File: config.mk
export PLATFORM = sky130hd
export DESIGN_NAME = step_pulse_shaper_flat
export DESIGN_NICKNAME = d
export VERILOG_FILES = /design/src/rtl/remora_pkg.sv /design/src/rtl/step_pulse_shaper_if.sv /design/src/rtl/step_pend_counter.sv /design/src/rtl/step_pulse_shaper.sv /design/src/flat_wrapper.sv
export SDC_FILE = /design/constraint.sdc
export NUM_CORES = 1
export LEC_CHECK = 0
export CELL_PAD_IN_SITES_DETAIL_PLACEMENT = 0
export CELL_PAD_IN_SITES_GLOBAL_PLACEMENT = 1
export CORE_MARGIN = 1.5
export CORE_UTILIZATION = 45
export DETAILED_ROUTE_END_ITERATION = 6
export DONT_BUFFER_PORTS = 1
export PLACE_DENSITY = 0.82
export SETUP_SLACK_MARGIN = 0.1
export SLEW_MARGIN = 20
export SYNTH_ARGS = -nofsm -noshare
export SYNTH_HDL_FRONTEND = slang
export SYNTH_SLANG_ARGS = --single-unit
File: constraint.sdc
create_clock -name sysclk -period 6.55 [get_ports sysclk]
set_input_delay 1.31 -clock sysclk [delete_from_list [all_inputs] [get_ports sysclk]]
set_output_delay 1.31 -clock sysclk [all_outputs]
set_load 0.005 [all_outputs]
File: src/rtl/remora_pkg.sv
// Shared definitions for the step pulse shaper.
//   - shaper_state_e : FSM state encodings (IDLE=0, DIR_SETUP=1, PULSE_HI=2, PULSE_LO=3)
//   - TIMER_W        : width of the unsigned cycle timer
//   - timer_max()    : larger of two timing parameters, sized to the timer
package remora_pkg;

  localparam int TIMER_W = 16;

  typedef enum logic [1:0] {
    ST_IDLE      = 2'd0,
    ST_DIR_SETUP = 2'd1,
    ST_PULSE_HI  = 2'd2,
    ST_PULSE_LO  = 2'd3
  } shaper_state_e;

  function automatic logic [TIMER_W-1:0] timer_max(input int a, input int b);
    return (a > b) ? TIMER_W'(a) : TIMER_W'(b);
  endfunction

endpackage

File: src/rtl/step_pulse_shaper_if.sv
// Driver-side signal bundle of one stepgen channel.
//   master : stepgen side (drives enable/step_in/dir_in, observes shaped outputs)
//   slave  : shaper side  (consumes stepgen signals, drives step_out/dir_out/busy)
// Signals: enable, step_in, dir_in, step_out, dir_out, busy, and overflow when
// the macro STEP_SHAPER_OVF_EN is defined.
interface step_pulse_shaper_if;
  logic enable;
  logic step_in;
  logic dir_in;
  logic step_out;
  logic dir_out;
  logic busy;
`ifdef STEP_SHAPER_OVF_EN
  logic overflow;

  modport master (output enable, step_in, dir_in,
                  input  step_out, dir_out, busy, overflow);
  modport slave  (input  enable, step_in, dir_in,
                  output step_out, dir_out, busy, overflow);
`else
  modport master (output enable, step_in, dir_in,
                  input  step_out, dir_out, busy);
  modport slave  (input  enable, step_in, dir_in,
                  output step_out, dir_out, busy);
`endif
endinterface

File: src/rtl/step_pend_counter.sv
// Edge detector plus saturating signed pending-step counter.
// Ports:
//   sysclk   in  system clock
//   rst_n    in  synchronous active-low reset
//   enable   in  low = counter forced to 0, edges ignored
//   step_in  in  raw STP; a rising edge is one step
//   dir_in   in  raw DIR (1 = positive), sampled with the edge
//   drain    in  one pulse was emitted: move pend one step toward 0
//   pend     out signed pending count, limited to +/-(2^(PEND_W-1)-1)
//   overflow out sticky "edge dropped" flag (only with STEP_SHAPER_OVF_EN)
module step_pend_counter #(
  parameter int PEND_W = 8
) (
  input  logic                     sysclk,
  input  logic                     rst_n,
  input  logic                     enable,
  input  logic                     step_in,
  input  logic                     dir_in,
  input  logic                     drain,
  output logic signed [PEND_W-1:0] pend
`ifdef STEP_SHAPER_OVF_EN
  ,
  output logic                     overflow
`endif
);

  // Arithmetic is done one bit wider so the saturation test cannot wrap.
  localparam logic signed [PEND_W:0] LIM_E = (PEND_W+1)'((1 << (PEND_W-1)) - 1);
  localparam logic signed [PEND_W:0] ONE_E = (PEND_W+1)'(1);

  logic                     prev_step_reg;
  logic                     armed_reg;
  logic signed [PEND_W-1:0] pend_reg;
  logic signed [PEND_W-1:0] pend_next;
  logic                     step_ev;
  logic                     sat;
  logic signed [PEND_W:0]   pend_e;
  logic signed [PEND_W:0]   inc_e;
  logic signed [PEND_W:0]   dec_e;
  logic signed [PEND_W:0]   kept_e;
  logic signed [PEND_W:0]   sum_e;

  always_comb begin
    // armed_reg masks the first cycle after reset so a step_in that is
    // already high when reset releases is not mistaken for a step.
    step_ev = enable & armed_reg & step_in & ~prev_step_reg;
    pend_e  = {pend_reg[PEND_W-1], pend_reg};
    inc_e   = '0;
    if (step_ev) begin
      inc_e = dir_in ? ONE_E : -ONE_E;
    end
    dec_e = '0;
    if (drain && (pend_reg != '0)) begin
      dec_e = pend_reg[PEND_W-1] ? -ONE_E : ONE_E;
    end
    // Completion always applies; only the new edge can push past the limit,
    // so on saturation just the edge is discarded.
    kept_e    = pend_e - dec_e;
    sum_e     = kept_e + inc_e;
    sat       = (sum_e > LIM_E) || (sum_e < -LIM_E);
    pend_next = sum_e[PEND_W-1:0];
    if (!enable) begin
      pend_next = '0;
    end else if (sat) begin
      pend_next = kept_e[PEND_W-1:0];
    end
  end

  always_ff @(posedge sysclk) begin
    if (!rst_n) begin
      prev_step_reg <= 1'b0;
      armed_reg     <= 1'b0;
      pend_reg      <= '0;
    end else begin
      prev_step_reg <= step_in;
      armed_reg     <= 1'b1;
      pend_reg      <= pend_next;
    end
  end

  assign pend = pend_reg;

`ifdef STEP_SHAPER_OVF_EN
  logic ovf_reg;

  always_ff @(posedge sysclk) begin
    if (!rst_n) begin
      ovf_reg <= 1'b0;
    end else begin
      ovf_reg <= ovf_reg | sat;
    end
  end

  assign overflow = ovf_reg;
`endif

endmodule

File: src/rtl/step_pulse_shaper.sv
// Step pulse shaper: turns raw stepgen STP/DIR into driver-legal pulses with
// DIR setup/hold and minimum high/low widths; bursts are queued in a signed
// pending counter and opposite-direction edges cancel.
// Ports:
//   sysclk  in     system clock
//   rst_n   in     synchronous active-low reset (truncates a pulse in flight)
//   sp      slave  step_pulse_shaper_if: enable, step_in, dir_in in;
//                  step_out, dir_out, busy (and overflow) out
// Parameters: DIR_SETUP, DIR_HOLD, PULSE_HIGH, PULSE_LOW (cycles, 1..65535),
//             PEND_W (pending-counter width).
// Macro STEP_SHAPER_OVF_EN adds the sticky overflow output.
module step_pulse_shaper
  import remora_pkg::*;
#(
  parameter int DIR_SETUP  = 50,
  parameter int DIR_HOLD   = 50,
  parameter int PULSE_HIGH = 100,
  parameter int PULSE_LOW  = 100,
  parameter int PEND_W     = 8
) (
  input  logic                  sysclk,
  input  logic                  rst_n,
  step_pulse_shaper_if.slave    sp
);

  localparam logic [TIMER_W-1:0] T_SETUP = TIMER_W'(DIR_SETUP);
  localparam logic [TIMER_W-1:0] T_HIGH  = TIMER_W'(PULSE_HIGH);
  // The low phase also provides DIR hold, so it lasts the longer of the two.
  localparam logic [TIMER_W-1:0] T_LOW   = timer_max(PULSE_LOW, DIR_HOLD);
  localparam logic [TIMER_W-1:0] T_ONE   = TIMER_W'(1);

  shaper_state_e            state_reg;
  shaper_state_e            state_next;
  logic [TIMER_W-1:0]       timer_reg;
  logic [TIMER_W-1:0]       timer_next;
  logic                     step_out_reg;
  logic                     step_out_next;
  logic                     dir_out_reg;
  logic                     dir_out_next;
  logic                     drain;
  logic signed [PEND_W-1:0] pend;
  logic                     pend_zero;
  logic                     pend_dir;
  logic                     expire;

  step_pend_counter #(
    .PEND_W   (PEND_W)
  ) u_pend (
    .sysclk   (sysclk),
    .rst_n    (rst_n),
    .enable   (sp.enable),
    .step_in  (sp.step_in),
    .dir_in   (sp.dir_in),
    .drain    (drain),
    .pend     (pend)
`ifdef STEP_SHAPER_OVF_EN
    ,
    .overflow (sp.overflow)
`endif
  );

  assign pend_zero = (pend == '0);
  assign pend_dir  = ~pend[PEND_W-1];
  assign expire    = (timer_reg == T_ONE);

  always_comb begin
    state_next    = state_reg;
    timer_next    = (timer_reg != '0) ? (timer_reg - T_ONE) : '0;
    step_out_next = step_out_reg;
    dir_out_next  = dir_out_reg;
    drain         = 1'b0;
    case (state_reg)
      ST_IDLE: begin
        // enable gates the start too: pend may still hold a stale value on
        // the first cycle after enable drops.
        if (sp.enable && !pend_zero) begin
          if (pend_dir == dir_out_reg) begin
            state_next    = ST_PULSE_HI;
            step_out_next = 1'b1;
            timer_next    = T_HIGH;
          end else begin
            state_next   = ST_DIR_SETUP;
            dir_out_next = pend_dir;
            timer_next   = T_SETUP;
          end
        end
      end
      ST_DIR_SETUP: begin
        // pend steps by one per edge, so a reversal always passes through 0
        // and is caught here before any pulse goes out the wrong way.
        if (!sp.enable || pend_zero) begin
          state_next = ST_IDLE;
          timer_next = '0;
        end else if (expire) begin
          state_next    = ST_PULSE_HI;
          step_out_next = 1'b1;
          timer_next    = T_HIGH;
        end
      end
      ST_PULSE_HI: begin
        if (expire) begin
          state_next    = ST_PULSE_LO;
          step_out_next = 1'b0;
          drain         = 1'b1;
          timer_next    = T_LOW;
        end
      end
      ST_PULSE_LO: begin
        if (expire) begin
          state_next = ST_IDLE;
        end
      end
      default: begin
        state_next    = ST_IDLE;
        timer_next    = '0;
        step_out_next = 1'b0;
      end
    endcase
  end

  always_ff @(posedge sysclk) begin
    if (!rst_n) begin
      state_reg    <= ST_IDLE;
      timer_reg    <= '0;
      step_out_reg <= 1'b0;
      dir_out_reg  <= 1'b0;
    end else begin
      state_reg    <= state_next;
      timer_reg    <= timer_next;
      step_out_reg <= step_out_next;
      dir_out_reg  <= dir_out_next;
    end
  end

  assign sp.step_out = step_out_reg;
  assign sp.dir_out  = dir_out_reg;
  assign sp.busy     = !pend_zero || (state_reg != ST_IDLE);

endmodule

File: src/flat_wrapper.sv
// flat-port wrapper written by rule: the top's interface ports become plain ports
module step_pulse_shaper_flat import remora_pkg::*;
#(
  parameter int DIR_SETUP  = 50,
  parameter int DIR_HOLD   = 50,
  parameter int PULSE_HIGH = 100,
  parameter int PULSE_LOW  = 100,
  parameter int PEND_W     = 8
)
  (sysclk, rst_n, sp_enable, sp_step_in, sp_dir_in, sp_step_out, sp_dir_out, sp_busy);
  step_pulse_shaper_if sp_i ();
  input  logic sysclk;
  input  logic rst_n;
  input wire logic [$bits(sp_i.enable)-1:0] sp_enable;
  input wire logic [$bits(sp_i.step_in)-1:0] sp_step_in;
  input wire logic [$bits(sp_i.dir_in)-1:0] sp_dir_in;
  output wire logic [$bits(sp_i.step_out)-1:0] sp_step_out;
  output wire logic [$bits(sp_i.dir_out)-1:0] sp_dir_out;
  output wire logic [$bits(sp_i.busy)-1:0] sp_busy;
  assign sp_i.enable = sp_enable;
  assign sp_i.step_in = sp_step_in;
  assign sp_i.dir_in = sp_dir_in;
  assign sp_step_out = sp_i.step_out;
  assign sp_dir_out = sp_i.dir_out;
  assign sp_busy = sp_i.busy;
  step_pulse_shaper #(.DIR_SETUP(DIR_SETUP), .DIR_HOLD(DIR_HOLD), .PULSE_HIGH(PULSE_HIGH), .PULSE_LOW(PULSE_LOW), .PEND_W(PEND_W)) u_core (.sysclk(sysclk), .rst_n(rst_n), .sp(sp_i));
endmodule
* Word-level counts from Yosys, hierarchy flattened
Cells that the tools add are included.
** Storage, ports and cells
- Flip-flop bits (word level) :: 30
- Bits of input ports :: 5
- Logic and storage cells :: 74
- Output and inout port bits :: 3
** Cells by class
- $add $sub $neg :: 3
- Reduce and logical (&&, ||, !) cells :: 17
- Equality and inequality tests :: 12
- Multiplexer cells :: 27
- Bitwise gates (word level) :: 6
- Order comparisons :: 2
** Operators by type and width (number)
- two-way mux 16 bit :: 4
- one-hot mux 16 bit (3 select lines) :: 1
- two-way mux 9 bit :: 4
- equality test 16 x 1 -> 1 bit, second input constant :: 1
- nonzero test 16 bit :: 1
- subtractor 16 x 1 -> 16 bit, second input constant :: 1
- two-way mux 2 bit :: 6
- inequality test 2 x 1 -> 1 bit, second input constant :: 5
- adder 9 bit :: 1
- > comparator 9 x 8 -> 1 bit, second input constant :: 1
- < comparator 9 x 8 -> 1 bit, second input constant :: 1
- subtractor 8 x 9 -> 9 bit :: 1
- logical NOT 8 bit :: 1
- two-way mux 1 bit :: 8
- two-way mux 8 bit :: 1
- one-hot mux 2 bit (4 select lines) :: 1
- nonzero test 8 bit :: 1
- two-way mux 7 bit :: 1
- AND reduction 6 bit :: 1
- equality test 2 bit, second input constant :: 2
- AND reduction 4 bit :: 1
- bitwise AND 1 bit :: 3
- logical OR 1 bit :: 3
- inequality test 3 x 1 -> 1 bit, second input constant :: 1
- 12 further kinds :: 16

* Logic depth before layout (Yosys ltp)
- Depth after elaboration :: 10
- Mapped depth :: 23
- Gate-level depth less buffers :: 23

* Hierarchy
A second synthesis with hierarchy kept.
** Second synthesis, totals
- Cell total of the unflattened synthesis :: 273
- Area, all modules :: 2285.9 um2
** By module, submodules not included
- step_pend_counter :: times used 1, seq. area each 200.2 um2, area an instance 1183.6 um2, cells each 139
- step_pulse_shaper :: times used 1, seq. area each 400.4 um2, area an instance 1102.3 um2, cells each 134

* Worst setup path after synthesis
OpenSTA, ideal clock, no wires.
- Kind :: register to register
- From :: register u_core.timer_reg[10]
- To :: register u_core.u_pend.pend_reg[4] (netlist: u_core.u_pend.pend[4])
- Period minus slack after synthesis :: 4.997 ns
- Data arrival time :: 4.877 ns
- Cell stages (with the launch flop) :: 21
- Library setup time :: 0.120 ns
- Slack :: 1.553 ns
- Data required time :: 6.430 ns
- Path buffers :: 0
- Cells stage by stage :: dfxtp_1 -> or4_4 -> nand2b_1 -> nor2_1 -> nand2_1 -> a21oi_1 -> ha_1 -> inv_1 -> fa_1 -> a21oi_1 -> o21ai_0 -> a211oi_1 -> nor2_1 -> ha_1 -> or3_1 -> o211a_1 -> or3_1 -> and3b_2 -> nor2_4 -> mux2_4 -> a211o_1
** Between the ends
- Longest elaborated chain between the ends :: 10
- Elaborated cells between the ends (all ways) :: 11
- Those cells by class :: add/sub (2); order compare (2); eq/ne (1); mux (4); reduce/logical (2)
** Ends and longest elaborated chain
- from (decl) :: RTL line step_pulse_shaper.sv:34 : logic [TIMER_W-1:0] timer_reg;
- from (signal assigned) :: RTL line step_pulse_shaper.sv:129 : timer_reg <= timer_next;
- equality test 16 x 1 -> 1 bit (*) :: RTL line step_pulse_shaper.sv:64 : assign expire = (timer_reg == T_ONE);
- two-way mux 1 bit (*) :: RTL line step_pulse_shaper.sv:101 : if (expire) begin
- two-way mux 1 bit (*) :: RTL line step_pulse_shaper.sv:72 : case (state_reg)
- logical AND 1 bit (*) :: RTL line step_pend_counter.sv:53 : if (drain && (pend_reg != '0)) begin
- two-way mux 9 bit (*) :: RTL line step_pend_counter.sv:53
- subtractor 8 x 9 -> 9 bit (*) :: RTL line step_pend_counter.sv:58 : kept_e = pend_e - dec_e;
- adder 9 bit :: RTL line step_pend_counter.sv:59 : sum_e = kept_e + inc_e;
- > comparator 9 x 8 -> 1 bit / < comparator 9 x 8 -> 1 bit (equally long branches) :: RTL line step_pend_counter.sv:60 : sat = (sum_e > LIM_E) || (sum_e < -LIM_E);
- logical OR 1 bit :: RTL line step_pend_counter.sv:60
- two-way mux 8 bit (*) :: RTL line step_pend_counter.sv:64 : end else if (sat) begin
- to (signal assigned) :: RTL line step_pend_counter.sv:77 : pend_reg <= pend_next;
- to (decl) :: RTL line step_pend_counter.sv:33 : logic signed [PEND_W-1:0] pend_reg;
Every way passes the cells marked *; elsewhere a longest branch is shown, timed or not.
A chain may end at the register's enable or synchronous reset.

* Worst setup path after layout
Ends and elaborated chain as after synthesis.

==> results.txt <==
- The run finished with clean final reports.
- The worst hold path begins at u_core.timer_reg[0].
- At the pin with the least slew margin, the transition time is 0.663 ns.
- The register with the most flip-flops in the layout has 16 of them.
* Antenna Nets Post-Route: 0
- Num ports: 8
- Syn_nets: 297
- The worst register-to-register path has a depth of 20.
- The floorplan step defined a die boundary enclosing 5460 um2.
- Antenna cells: 0
- The finished cells cover 2430 um2.
- For this run, the register share of the synthesized area comes to 26.6%.
* Post-CTS Hold Buffers: 0
- Final hold violation count: 0
- Router iterations before antenna repair: 6
* Final period util: 84.0%
- Number of global-route vias before repair: 1780
* Syn avg cell area: 8.31 um2
- End of the worst hold path: u_core.timer_reg[0]
- Routability congestion estimate from global placement: 0.828
- Post-synth top cells: 32 x nor2_1, 30 x dfxtp_1, 22 x a21oi_1
- Worst path max stage delay: 0.56 ns
- Vias per std cell: 5.57
* Final HPWL DP: 3680 um
- The final-report max-slew violation count came to 0.
* Fraction of layout instances using a drive strength above 1: 7.58%
- Antenna violations before repair: 0
* Critical-path cell list: or4_4, nand2b_1, nor2_1, nand2_1, a21oi_1, ha_1, inv_1, fa_1, a21oi_1, o21ai_0, a211oi_1, nor2_1, ha_1, or3_1, o211a_1, or3_1, and3b_2, nor2_4, mux2_4, a211o_1
- The first global-routing pass estimated 8090 um of wire.
* Final layout net count: 301
- Startpoint of the worst-slack reg-to-reg timing path: u_core.timer_reg[10]
- The tree built by TritonCTS fans out to 30 sinks.
- Std-Cell Rows: 25
- Latest clock arrival within the worst-skew pair: 0.28 ns
- Number of design rule violations left after detail routing: 0
- On the final layout, the worst clock skew is 0.0114 ns.
- Count of synthesis-stage warnings from yosys: 0
* Type of element launching the critical path: register
* RSZ-0062 raised after global routing: false
- In the final routed layout, each cell accounts on average for 13.5 um.
* Yosys top cell area share: 26.6%
* Area added between synthesis and finish: 7.42%
- Cell chosen for the clock root: clkbuf_8
* Resize count post-CTS: 0
- Entering global routing, the biggest net connects 14 pins.
- 1st-iter DRT viols: 132
- TritonCTS buffer count: 5
- The final layout contains routed wiring with a total length of 4650 um.
- In the post-synthesis netlist, the cell with the most instances is nor2_1.
- Total overflow reported by the global router: 0
- Yosys mapped the design onto 56 distinct sky130hd cell types.
- Summing over every cut layer, the via total after detailed routing is 1916.
- For this configuration, the core starts out at a cell density of 47.2%.
- The die is 73.9 um tall.
* Clock tree from TritonCTS: built
- Setup slack on the worst reg-to-reg path comes out at 1.05 ns.
* Post-synth design cell area: 2260 um2
- Hold path cells: 1
* Max VDD drop: 0.000247 V
* Min Clock Period, post-route: 5.50 ns
* Number of failing setup endpoints in the final timing report: 0
- Synthesis handed over a netlist of 272 instances.
* Max Root-Sink Buffers: 2
* Worst Setup End Kind: register
- For the worst setup path, the data required time is 6.71 ns.
- Counting flops and latches in the post-synthesis netlist gives 30.
* R2R Path End: u_core.u_pend.pend[4]
- Worst-path maximum fanout: 10
- The core region is 4790 um2.
- After synthesis, the cell types taking the most area are dfxtp_1 27%, ha_1 10%, xnor2_1 5.4%, nor2_1 5.3%, a21oi_1 4.9%.
- Worst slew slack as a fraction of its limit: 55.8%
- Reg clk slew, reported paths: 0.07 ns
- Areal power density over the cells: 454 nW/um2
- On the critical path, the stage with the largest delay is an instance of or4_4.
* Leading area contributor after synthesis: dfxtp_1
* Setup_tns: 0 ns
* Postcts setup bufs: 0
* Async SR Flop Fraction: 0%
- For this run, the leading register cell type out of synthesis is dfxtp_1.
* Post-placement cell area: 2330 um2
* Classification of the worst-slack hold path: reg2reg
- Horizontal die dimension: 73.9 um
- Highest clock rate: 0.182 GHz
- The tool flagged a number of max-cap violations equal to 0.
- Total number of H-tree levels: 2
* Leakage dissipation: 1.04 nW
- Critical path data arrival time: 5.66 ns
- Counting flops with a built-in enable in the synthesized netlist gives 0.
* Classification of the worst setup path: reg2reg
- Total routing usage reported by global routing: 19.1%
- Buffers placed on the I/O ports in this run total 0.
==> cells in the final DEF (no fill, tap or decap), drive strengths merged, types with 2 or more instances in the layout <==
cell / n
o211ai: 6
o41ai: 2
or3: 5
nand3: 10
xor2: 5
fa: 2
inv: 12
and2: 3
dfxtp: 30
a22oi: 3
or4: 3
a41o: 2
nor2b: 7
nand4b: 2
nor4: 5
ha: 18
a211oi: 5
clkbuf: 6
a21o: 4
nand2: 21
nor3b: 2
nor2: 33
a21boi: 2
xnor2: 14
o21bai: 2
o211a: 3
o21ai: 19
nor3: 6
a21oi: 22
o21a: 2
==> critical path: cells and delay by family (launching register included) <==
kind                     cells  cell delay [ns]
adder cells (fa/ha/maj)      3             0.84
AO/OA/AOI/OAI                6             1.29
flip-flops                   1             0.33
AND/OR/NAND/NOR              9             2.52
multiplexers                 1             0.32
buffers and inverters        1             0.06
==> cell type report <==
type,instances,area (um2)
Tap cell,67,83.8
Clock buffer,6,82.6
Inverter,12,45.0
Fill cell,471,2360
Clock inverter,2,12.5
Sequential cell,30,601
Multi-Input combinational cell,227,1600
==> cells by family after synthesis <==
logic type / count (synthesis) / synth area share [%]
compound gates: 81 / 24.6
simple gates: 105 / 26.1
xor+xnor: 19 / 7.36
buf+inv: 15 / 2.49
fa+ha+maj: 20 / 11.7
mux: 2 / 1.11
flops: 30 / 26.6
==> worst max-delay path by stage <==
| stage | startpoint | endpoint | cells after the start |
|---|---|---|---|
| after floorplan | u_core.timer_reg[10] | u_core.u_pend.pend[4] | 20 |
| after global placement | u_core.timer_reg[10] | u_core.u_pend.pend[4] | 20 |
| after detailed placement | u_core.timer_reg[10] | u_core.u_pend.pend[4] | 20 |
| after CTS | u_core.timer_reg[10] | u_core.u_pend.pend[4] | 20 |
| after global routing | u_core.timer_reg[1] | u_core.u_pend.pend[4] | 22 |
| final | u_core.timer_reg[10] | u_core.u_pend.pend[4] | 20 |
==> where the power goes <==
group / internal [mW] / total (mW) / switching, mW
Clock: 0.0843 / 0.155 / 0.0708
Combinational: 0.278 / 0.649 / 0.371
Sequential: 0.237 / 0.299 / 0.0616
==> per-layer routing <==
layer,GRT usage [%],part of all wire [%]
met4,6.17,1.5
met5,0,0
met2,27.0,41
met3,3.43,3.8
met1,28.9,54
==> stage by stage <==
stage / total power [mW] / worst slack (ns) / hold WS (ns) / util, % / std cells
4_1_cts: 1.11 / 1.02 / 0.476 / 50.7 / 344
6_report: 1.10 / 1.05 / 0.475 / 50.7 / 344
5_1_grt: 1.21 / 0.546 / 0.516 / 50.7 / 344
3_3_place_gp: 0.944 / 1.18 / 0.450 / 48.8 / 336
2_1_floorplan: 0.830 / 1.55 / 0.429 / - / 272
3_5_place_dp: 0.949 / 1.09 / 0.459 / 48.8 / 336
Power figures use the tool's default switching activity.
